<file path="src/rtl/fft_stage_scheduler_if.sv">
// ----------------------------------------------------------------------------
// fft_stage_scheduler_if
//
// Bundles the start/issue/write-back signals of the radix-2 FFT stage
// scheduler. Signal names keep their original i_/o_ prefixes, seen from the
// scheduler's point of view.
//
// Modports:
//   master : the scheduler (drives butterfly issue and status, receives start,
//            ready and write-back pulses)
//   slave  : the environment (sample loader, butterfly unit, RAM write-back)
//
// Signals:
//   i_DATA_LOADED     1   start pulse, sample RAM filled
//   i_SAMPLES_NUMBER  12  transform length N
//   i_BFLY_READY      1   butterfly unit accepts the current issue
//   i_WB_DONE         1   one issued butterfly has been written back
//   o_BFLY_VALID      1   butterfly issue request
//   o_ADDR_A/o_ADDR_B 12  operand RAM indices
//   o_TW_IDX          11  twiddle ROM index
//   o_STAGE           4   current stage number
//   o_BUSY            1   RUN or DRAIN
//   o_CALC_END        1   transform finished (level)
//   o_ERR             1   last start carried an invalid N
// ----------------------------------------------------------------------------
interface fft_stage_scheduler_if;
    logic        i_DATA_LOADED;
    logic [11:0] i_SAMPLES_NUMBER;
    logic        i_BFLY_READY;
    logic        i_WB_DONE;
    logic        o_BFLY_VALID;
    logic [11:0] o_ADDR_A;
    logic [11:0] o_ADDR_B;
    logic [10:0] o_TW_IDX;
    logic [3:0]  o_STAGE;
    logic        o_BUSY;
    logic        o_CALC_END;
    logic        o_ERR;

    modport master (
        input  i_DATA_LOADED, i_SAMPLES_NUMBER, i_BFLY_READY, i_WB_DONE,
        output o_BFLY_VALID, o_ADDR_A, o_ADDR_B, o_TW_IDX, o_STAGE,
               o_BUSY, o_CALC_END, o_ERR
    );

    modport slave (
        output i_DATA_LOADED, i_SAMPLES_NUMBER, i_BFLY_READY, i_WB_DONE,
        input  o_BFLY_VALID, o_ADDR_A, o_ADDR_B, o_TW_IDX, o_STAGE,
               o_BUSY, o_CALC_END, o_ERR
    );
endinterface

</file>
<file path="src/rtl/fft_stage_scheduler.sv">
// ----------------------------------------------------------------------------
// fft_stage_scheduler
//
// Sequences the butterflies of an in-place radix-2 DIT FFT of length N
// (power of two, 2..2048). For each stage s (half = 2^s) it walks groups of
// 2*half samples starting at base and issues, for j = 0..half-1:
//   A = base+j, B = base+j+half, twiddle = j*(N >> (s+1)).
// At most MAX_OUT butterflies may be in flight (issued, not yet written
// back). At the end of each stage the scheduler drains all write-backs before
// starting the next stage, so no stage reads a sample still being written.
//
// Parameters:
//   MAX_OUT  maximum outstanding butterflies (1..15)
//
// Ports:
//   i_clk    clock, rising edge
//   i_rstn   asynchronous active-low reset
//   bus      fft_stage_scheduler_if.master (start, issue, write-back, status)
// ----------------------------------------------------------------------------
module fft_stage_scheduler #(
    parameter int unsigned MAX_OUT = 8
) (
    input  logic                        i_clk,
    input  logic                        i_rstn,
    fft_stage_scheduler_if.master       bus
);

    localparam logic [3:0] MAX_OUT_C = 4'(MAX_OUT);

    typedef enum logic [1:0] {
        IDLE  = 2'd0,
        RUN   = 2'd1,
        DRAIN = 2'd2,
        DONE  = 2'd3
    } state_t;

    state_t      state_q, state_d;
    logic [11:0] n_q, n_d;          // latched transform length
    logic [3:0]  l_q, l_d;          // log2(N) = number of stages
    logic [3:0]  s_q, s_d;          // current stage
    logic [10:0] j_q, j_d;          // butterfly index inside the group
    logic [11:0] base_q, base_d;    // first sample of the current group
    logic [3:0]  out_q, out_d;      // outstanding butterflies
    logic        err_q, err_d;

    logic [11:0] half;
    logic [11:0] half_m1;
    logic [11:0] span;
    logic        n_valid;
    logic [3:0]  n_log2;
    logic        run_st;
    logic        issue_ok;
    logic        hs;
    logic        wb_eff;
    logic        j_wrap;
    logic        last_bfly;
    logic        start_acc;
    logic [3:0]  tw_shift;

    // ------------------------------------------------------------------
    // Length decode: valid N has exactly one bit set and is at least 2.
    // ------------------------------------------------------------------
    always_comb begin
        n_log2 = '0;
        for (int unsigned i = 0; i < 12; i++) begin
            if (bus.i_SAMPLES_NUMBER[i]) begin
                n_log2 = 4'(i);
            end
        end
    end

    assign n_valid = (bus.i_SAMPLES_NUMBER >= 12'd2) &&
                     ((bus.i_SAMPLES_NUMBER & (bus.i_SAMPLES_NUMBER - 12'd1)) == '0);

    // ------------------------------------------------------------------
    // Stage geometry and handshake
    // ------------------------------------------------------------------
    assign half      = 12'd1 << s_q;
    assign half_m1   = half - 12'd1;
    assign span      = half << 1;
    assign run_st    = (state_q == RUN);
    assign issue_ok  = run_st && (out_q != MAX_OUT_C);
    assign hs        = issue_ok && bus.i_BFLY_READY;
    // A write-back with nothing outstanding is a stray pulse; drop it.
    assign wb_eff    = bus.i_WB_DONE && (out_q != '0);
    assign j_wrap    = ({1'b0, j_q} == half_m1);
    assign last_bfly = j_wrap && ((base_q + span) == n_q);
    assign start_acc = ((state_q == IDLE) || (state_q == DONE)) && bus.i_DATA_LOADED;
    // N >> (s+1) is 2^(L-s-1), so the twiddle multiply reduces to a shift.
    assign tw_shift  = l_q - s_q - 4'd1;

    // ------------------------------------------------------------------
    // Next-state logic
    // ------------------------------------------------------------------
    always_comb begin
        state_d = state_q;
        n_d     = n_q;
        l_d     = l_q;
        s_d     = s_q;
        j_d     = j_q;
        base_d  = base_q;
        out_d   = out_q;
        err_d   = err_q;

        if (hs && !wb_eff) begin
            out_d = out_q + 4'd1;
        end else if (!hs && wb_eff) begin
            out_d = out_q - 4'd1;
        end

        case (state_q)
            IDLE, DONE: begin
                if (start_acc) begin
                    n_d    = bus.i_SAMPLES_NUMBER;
                    l_d    = n_log2;
                    s_d    = '0;
                    j_d    = '0;
                    base_d = '0;
                    out_d  = '0;
                    if (n_valid) begin
                        state_d = RUN;
                        err_d   = 1'b0;
                    end else begin
                        state_d = DONE;
                        err_d   = 1'b1;
                    end
                end
            end

            RUN: begin
                if (hs) begin
                    if (j_wrap) begin
                        j_d    = '0;
                        base_d = base_q + span;
                    end else begin
                        j_d = j_q + 11'd1;
                    end
                    if (last_bfly) begin
                        state_d = DRAIN;
                    end
                end
            end

            DRAIN: begin
                // Looking at out_d rather than out_q lets the final write-back
                // release the next stage on the same edge, so its first issue
                // appears the cycle right after that pulse.
                if (out_d == '0) begin
                    if (s_q < (l_q - 4'd1)) begin
                        state_d = RUN;
                        s_d     = s_q + 4'd1;
                        j_d     = '0;
                        base_d  = '0;
                    end else begin
                        state_d = DONE;
                    end
                end
            end

            default: begin
                state_d = IDLE;
            end
        endcase
    end

    // ------------------------------------------------------------------
    // State registers
    // ------------------------------------------------------------------
    always_ff @(posedge i_clk or negedge i_rstn) begin
        if (!i_rstn) begin
            state_q <= IDLE;
            n_q     <= '0;
            l_q     <= '0;
            s_q     <= '0;
            j_q     <= '0;
            base_q  <= '0;
            out_q   <= '0;
            err_q   <= 1'b0;
        end else begin
            state_q <= state_d;
            n_q     <= n_d;
            l_q     <= l_d;
            s_q     <= s_d;
            j_q     <= j_d;
            base_q  <= base_d;
            out_q   <= out_d;
            err_q   <= err_d;
        end
    end

    // ------------------------------------------------------------------
    // Outputs: operand/twiddle indices are only meaningful in RUN and are
    // held at zero elsewhere.
    // ------------------------------------------------------------------
    assign bus.o_BFLY_VALID = issue_ok;
    assign bus.o_ADDR_A     = run_st ? (base_q + {1'b0, j_q}) : '0;
    assign bus.o_ADDR_B     = run_st ? (base_q + {1'b0, j_q} + half) : '0;
    assign bus.o_TW_IDX     = run_st ? (j_q << tw_shift) : '0;
    assign bus.o_STAGE      = s_q;
    assign bus.o_BUSY       = (state_q == RUN) || (state_q == DRAIN);
    assign bus.o_CALC_END   = (state_q == DONE);
    assign bus.o_ERR        = err_q;

endmodule

</file>
<file path="src/flat_wrapper.sv">
// flat-port wrapper written by rule: the top's interface ports become plain ports
module fft_stage_scheduler_flat 
#(
    parameter int unsigned MAX_OUT = 8
)
  (i_clk, i_rstn, bus_i_DATA_LOADED, bus_i_SAMPLES_NUMBER, bus_i_BFLY_READY, bus_i_WB_DONE, bus_o_BFLY_VALID, bus_o_ADDR_A, bus_o_ADDR_B, bus_o_TW_IDX, bus_o_STAGE, bus_o_BUSY, bus_o_CALC_END, bus_o_ERR);
  fft_stage_scheduler_if bus_i ();
  input  logic i_clk;
  input  logic i_rstn;
  input wire logic [$bits(bus_i.i_DATA_LOADED)-1:0] bus_i_DATA_LOADED;
  input wire logic [$bits(bus_i.i_SAMPLES_NUMBER)-1:0] bus_i_SAMPLES_NUMBER;
  input wire logic [$bits(bus_i.i_BFLY_READY)-1:0] bus_i_BFLY_READY;
  input wire logic [$bits(bus_i.i_WB_DONE)-1:0] bus_i_WB_DONE;
  output wire logic [$bits(bus_i.o_BFLY_VALID)-1:0] bus_o_BFLY_VALID;
  output wire logic [$bits(bus_i.o_ADDR_A)-1:0] bus_o_ADDR_A;
  output wire logic [$bits(bus_i.o_ADDR_B)-1:0] bus_o_ADDR_B;
  output wire logic [$bits(bus_i.o_TW_IDX)-1:0] bus_o_TW_IDX;
  output wire logic [$bits(bus_i.o_STAGE)-1:0] bus_o_STAGE;
  output wire logic [$bits(bus_i.o_BUSY)-1:0] bus_o_BUSY;
  output wire logic [$bits(bus_i.o_CALC_END)-1:0] bus_o_CALC_END;
  output wire logic [$bits(bus_i.o_ERR)-1:0] bus_o_ERR;
  assign bus_i.i_DATA_LOADED = bus_i_DATA_LOADED;
  assign bus_i.i_SAMPLES_NUMBER = bus_i_SAMPLES_NUMBER;
  assign bus_i.i_BFLY_READY = bus_i_BFLY_READY;
  assign bus_i.i_WB_DONE = bus_i_WB_DONE;
  assign bus_o_BFLY_VALID = bus_i.o_BFLY_VALID;
  assign bus_o_ADDR_A = bus_i.o_ADDR_A;
  assign bus_o_ADDR_B = bus_i.o_ADDR_B;
  assign bus_o_TW_IDX = bus_i.o_TW_IDX;
  assign bus_o_STAGE = bus_i.o_STAGE;
  assign bus_o_BUSY = bus_i.o_BUSY;
  assign bus_o_CALC_END = bus_i.o_CALC_END;
  assign bus_o_ERR = bus_i.o_ERR;
  fft_stage_scheduler #(.MAX_OUT(MAX_OUT)) u_core (.i_clk(i_clk), .i_rstn(i_rstn), .bus(bus_i));
endmodule
</file>
<file path="config.mk">
export PLATFORM = sky130hd
export DESIGN_NAME = fft_stage_scheduler_flat
export DESIGN_NICKNAME = d
export VERILOG_FILES = /design/src/rtl/fft_stage_scheduler_if.sv /design/src/rtl/fft_stage_scheduler.sv /design/src/flat_wrapper.sv
export SDC_FILE = /design/constraint.sdc
export NUM_CORES = 1
export LEC_CHECK = 0
export CAP_MARGIN = 20
export CORE_MARGIN = 10
export CORE_UTILIZATION = 48
export CTS_BUF_LIST = sky130_fd_sc_hd__clkbuf_8
export DETAILED_ROUTE_END_ITERATION = 6
export GPL_ROUTABILITY_DRIVEN = 0
export PLACE_DENSITY = 0.78
export SKIP_LAST_GASP = 1
export SLEW_MARGIN = 25
export SYNTH_ARGS = -nofsm -noshare
export SYNTH_HDL_FRONTEND = slang
export SYNTH_SLANG_ARGS = --single-unit
</file>
<file path="constraint.sdc">
create_clock -name i_clk -period 6.55 [get_ports i_clk]
set_input_delay 0.9825 -clock i_clk [delete_from_list [all_inputs] [get_ports i_clk]]
set_output_delay 0.9825 -clock i_clk [all_outputs]
set_load 0.1 [all_outputs]
</file>
==> metrics.csv <==
metric,value,unit
ys flop type,dfrtp_1,
period utilization,0.880,
CTS Sinks,49,
Mapped Nets,807,
outcome,finished clean,
Worst EP required,5.57,ns
multi-input combinational cell area,4330,um2
"Remaining Overflow, GRT",0,
Netlist cell types,76,
DP HPWL,12.5,mm
Die H,130,um
post_cts resized,0,
layout net count,842,
final wirelength,16.3,mm
sequential area share after synthesis,0.211,
site row count,40,
total CTS buffers,5,
DR pass1 iterations,5,
vias per inst,6.18,
CTS tree,built,
Max Fclk,0.173,GHz
Crit-path slowest cell,clkdlybuf4s50_1,
CTS Root Cell,clkbuf_8,
Most common cell on crit path,ha_1,
worst-skew pair later-pin latency,0.32,ns
Post-synth ARST share,1.00,
Area contributors post-synth,"dfrtp_1 21%, ha_1 11%, xnor2_1 5.4%, nand2_1 4.7%, nor2_1 3.8%",
"setup slack, reg-to-reg",1.98,ns
Total GRT Usage,0.191,
"Buf+Inv Stages, Crit Path",2,
number of synthesized flops with an enable pin,0,
Mapped Area,5810,um2
Post-CTS Setup Inserts,0,
fraction of layout instances using a drive strength above 1,0.0558,
"CTS clk-pin slew, worst paths",0.10,ns
Max-cap violations,0,
most frequent cells in the layout,"73 x nand2_1, 59 x nor2_1, 54 x clkdlybuf4s50_1",
Starting Density,0.488,
placed cell area,6460,um2
Yosys top cell by area,dfrtp_1,
CP Launch Type,register,
Worst Hold Slack,0.511,ns
number of global-route vias before repair,5536,
RSZ-0062 raised after global routing,no,
final setup vio count,0,
Core Footprint,11900,um2
max-slew violations,0,
crit-path max cell delay,1.13,ns
pin count of the biggest net entering global routing,63,
DRC,0,
cts hold-fix bufs,0,
CP max FO,10,
number of synthesized register bits,49,
Storage cell area,1230,um2
clk_skew,0.0174,ns
Final Cell Area,6600,um2
"Avg Cell Area, Syn",7.92,um2
# IOs,60,
"Critical Path, Cell by Cell",inv_1 -> ha_1 -> nor3b_1 -> ha_1 -> a21o_1 -> o21ai_0 -> a21boi_0 -> o41ai_1 -> xnor2_1 -> and2_1 -> clkdlybuf4s50_1,
Setup TNS,0,ns
input/output buffers,59,
H-Tree Depth,2,
Yosys warnings,0,
critical path's top delay family,buffers and inverters,
Fillers,1077,
post-route core utilization,0.554,
Area Overhead vs Synth,13.5,%
Worst EP arrival,4.78,ns
Leak,2.98,nW
Setup Crit Path Kind,reg2out,
Crit. End Element,output port,
post-layout min period,5.77,ns
Cell Pwr Density,492,nW/um2
drt wl/cell,17.8,um
"Hold Violations, Final",0,
initial drt markers,464,
VDD IR max,566,uV
post-route ant nets,0,
Worst Tran Pin Value,1.06,ns
"most common cell after layout, fill and taps aside",nand2_1,
die width,130,um
clock buffer depth,2,
first-pass GRT wire length,26.6,mm
via count,5670,
cell count after synthesis,734,
initial antenna violation count,0,
die area,16900,um2
slew margin rel.,0.290,
Synth top area share,0.211,
HP Class,reg2reg,
ant diodes,0,
==> Yosys cell counts, types with 3 or more instances <==
library cell,n
o2111ai_1,4
o31ai_1,5
a21o_1,14
clkbuf_1,28
o21a_1,4
a41oi_1,3
and2_1,28
o21ai_0,32
nand3_1,36
mux2_2,13
a31oi_1,8
or2_2,4
and3_1,13
dfrtp_1,49
ha_1,52
o311ai_0,4
nor2b_1,11
nor3_1,25
a21oi_1,28
a211oi_1,5
or4_1,6
buf_1,3
mux2i_1,14
o21bai_1,7
o22ai_1,5
nand2_1,73
nand2b_1,15
inv_1,31
nand4_1,4
nor4_1,3
nand3b_1,3
buf_2,3
nor3b_1,5
fa_1,4
nor2_1,59
or3_1,6
xor2_1,17
xnor2_1,36
a21boi_0,4
o2bb2ai_1,7
o211ai_1,15
nor4b_1,3
==> state kept, by name (all words and copies together) (netlist names) <==
signal,count
u_core.n_q,12
u_core.base_q,11
u_core.j_q,11
u_core.bus.o_STAGE,4
u_core.l_q,4
u_core.out_q,4
u_core.state_q,2
u_core.bus.o_ERR,1
==> report_power, final <==
group | leakage [nW] | switching, mW | internal (mW)
Combinational | 2.28 | 1.63 | 0.829
Clock | 0.0687 | 0.119 | 0.154
Sequential | 0.634 | 0.121 | 0.394
==> worst register-to-register path, stage by stage (launching register included) <==
cell	delay (ns)
dfrtp_1	0.43
inv_1	0.19
ha_1	0.38
nor3b_1	0.61
ha_1	0.41
a21o_1	0.20
o2111a_1	0.26
o21ai_1	0.31
mux2i_1	0.31
nor2_1	0.14
xnor2_1	0.18
or4_4	0.58
or4_1	0.41
nand3_1	0.10
==> metal layers <==
layer  routed length (um)  part of all wire  track usage
met4                  528             0.032       0.0747
met2                 7790              0.48        0.327
met5                    0                 0            0
met3                 1190             0.073       0.0292
met1                 6830              0.42        0.234
==> cell families (layout without fill, tap and decap cells) <==
logic type | after synthesis | after routing | synth area share
AND/OR/NAND/NOR | 306 | 306 | 0.270
XOR/XNOR | 55 | 55 | 0.0876
AO/OA/AOI/OAI | 171 | 171 | 0.207
adder cells (fa/ha/maj) | 58 | 58 | 0.129
multiplexers | 27 | 27 | 0.0493
buffers and inverters | 67 | 103 | 0.0452
flip-flops | 49 | 49 | 0.211
other | 1 | 1 | 0.000645
==> per-stage QoR <==
| stage | total power [mW] | std cells | setup WS (ns) |
|---|---|---|---|
| after floorplan | 2.41 | 734 | 0.347 |
| after global placement | 2.86 | 909 | 1.37 |
| after detailed placement | 2.94 | 909 | 1.14 |
| after CTS | 3.22 | 917 | 0.779 |
| after global routing | 3.47 | 917 | 0.477 |
| final | 3.24 | 917 | 0.784 |
==> path summary, 6_finish.rpt <==
check | from | to | depth (start not counted)
min | u_core.bus.o_ERR$_DFFE_PN0P_ | u_core.bus.o_ERR$_DFFE_PN0P_ | 2
max reg2reg | u_core.bus.o_STAGE[0]$_DFFE_PN0P_ | u_core.state_q[0]$_DFFE_PN0P_ | 13
max | u_core.bus.o_STAGE[0]$_DFFE_PN0P_ | bus_o_ADDR_B[7] | 11
min in group asynchronous | i_rstn | u_core.out_q[0]$_DFF_PN0_ | 2
min reg2reg | u_core.bus.o_ERR$_DFFE_PN0P_ | u_core.bus.o_ERR$_DFFE_PN0P_ | 2
max in group asynchronous | i_rstn | u_core.n_q[4]$_DFFE_PN0P_ | 2
==> layout make-up <==
type | count | area share
clock inverter | 3 | 0.0104
tap | 147 | 0.0279
timing repair buffer | 63 | 0.0918
inverter | 32 | 0.0182
clock buffer | 5 | 0.0104
multi-input combinational | 618 | 0.655
sequential | 49 | 0.186
No activity file was read; power rests on OpenSTA's default activity.
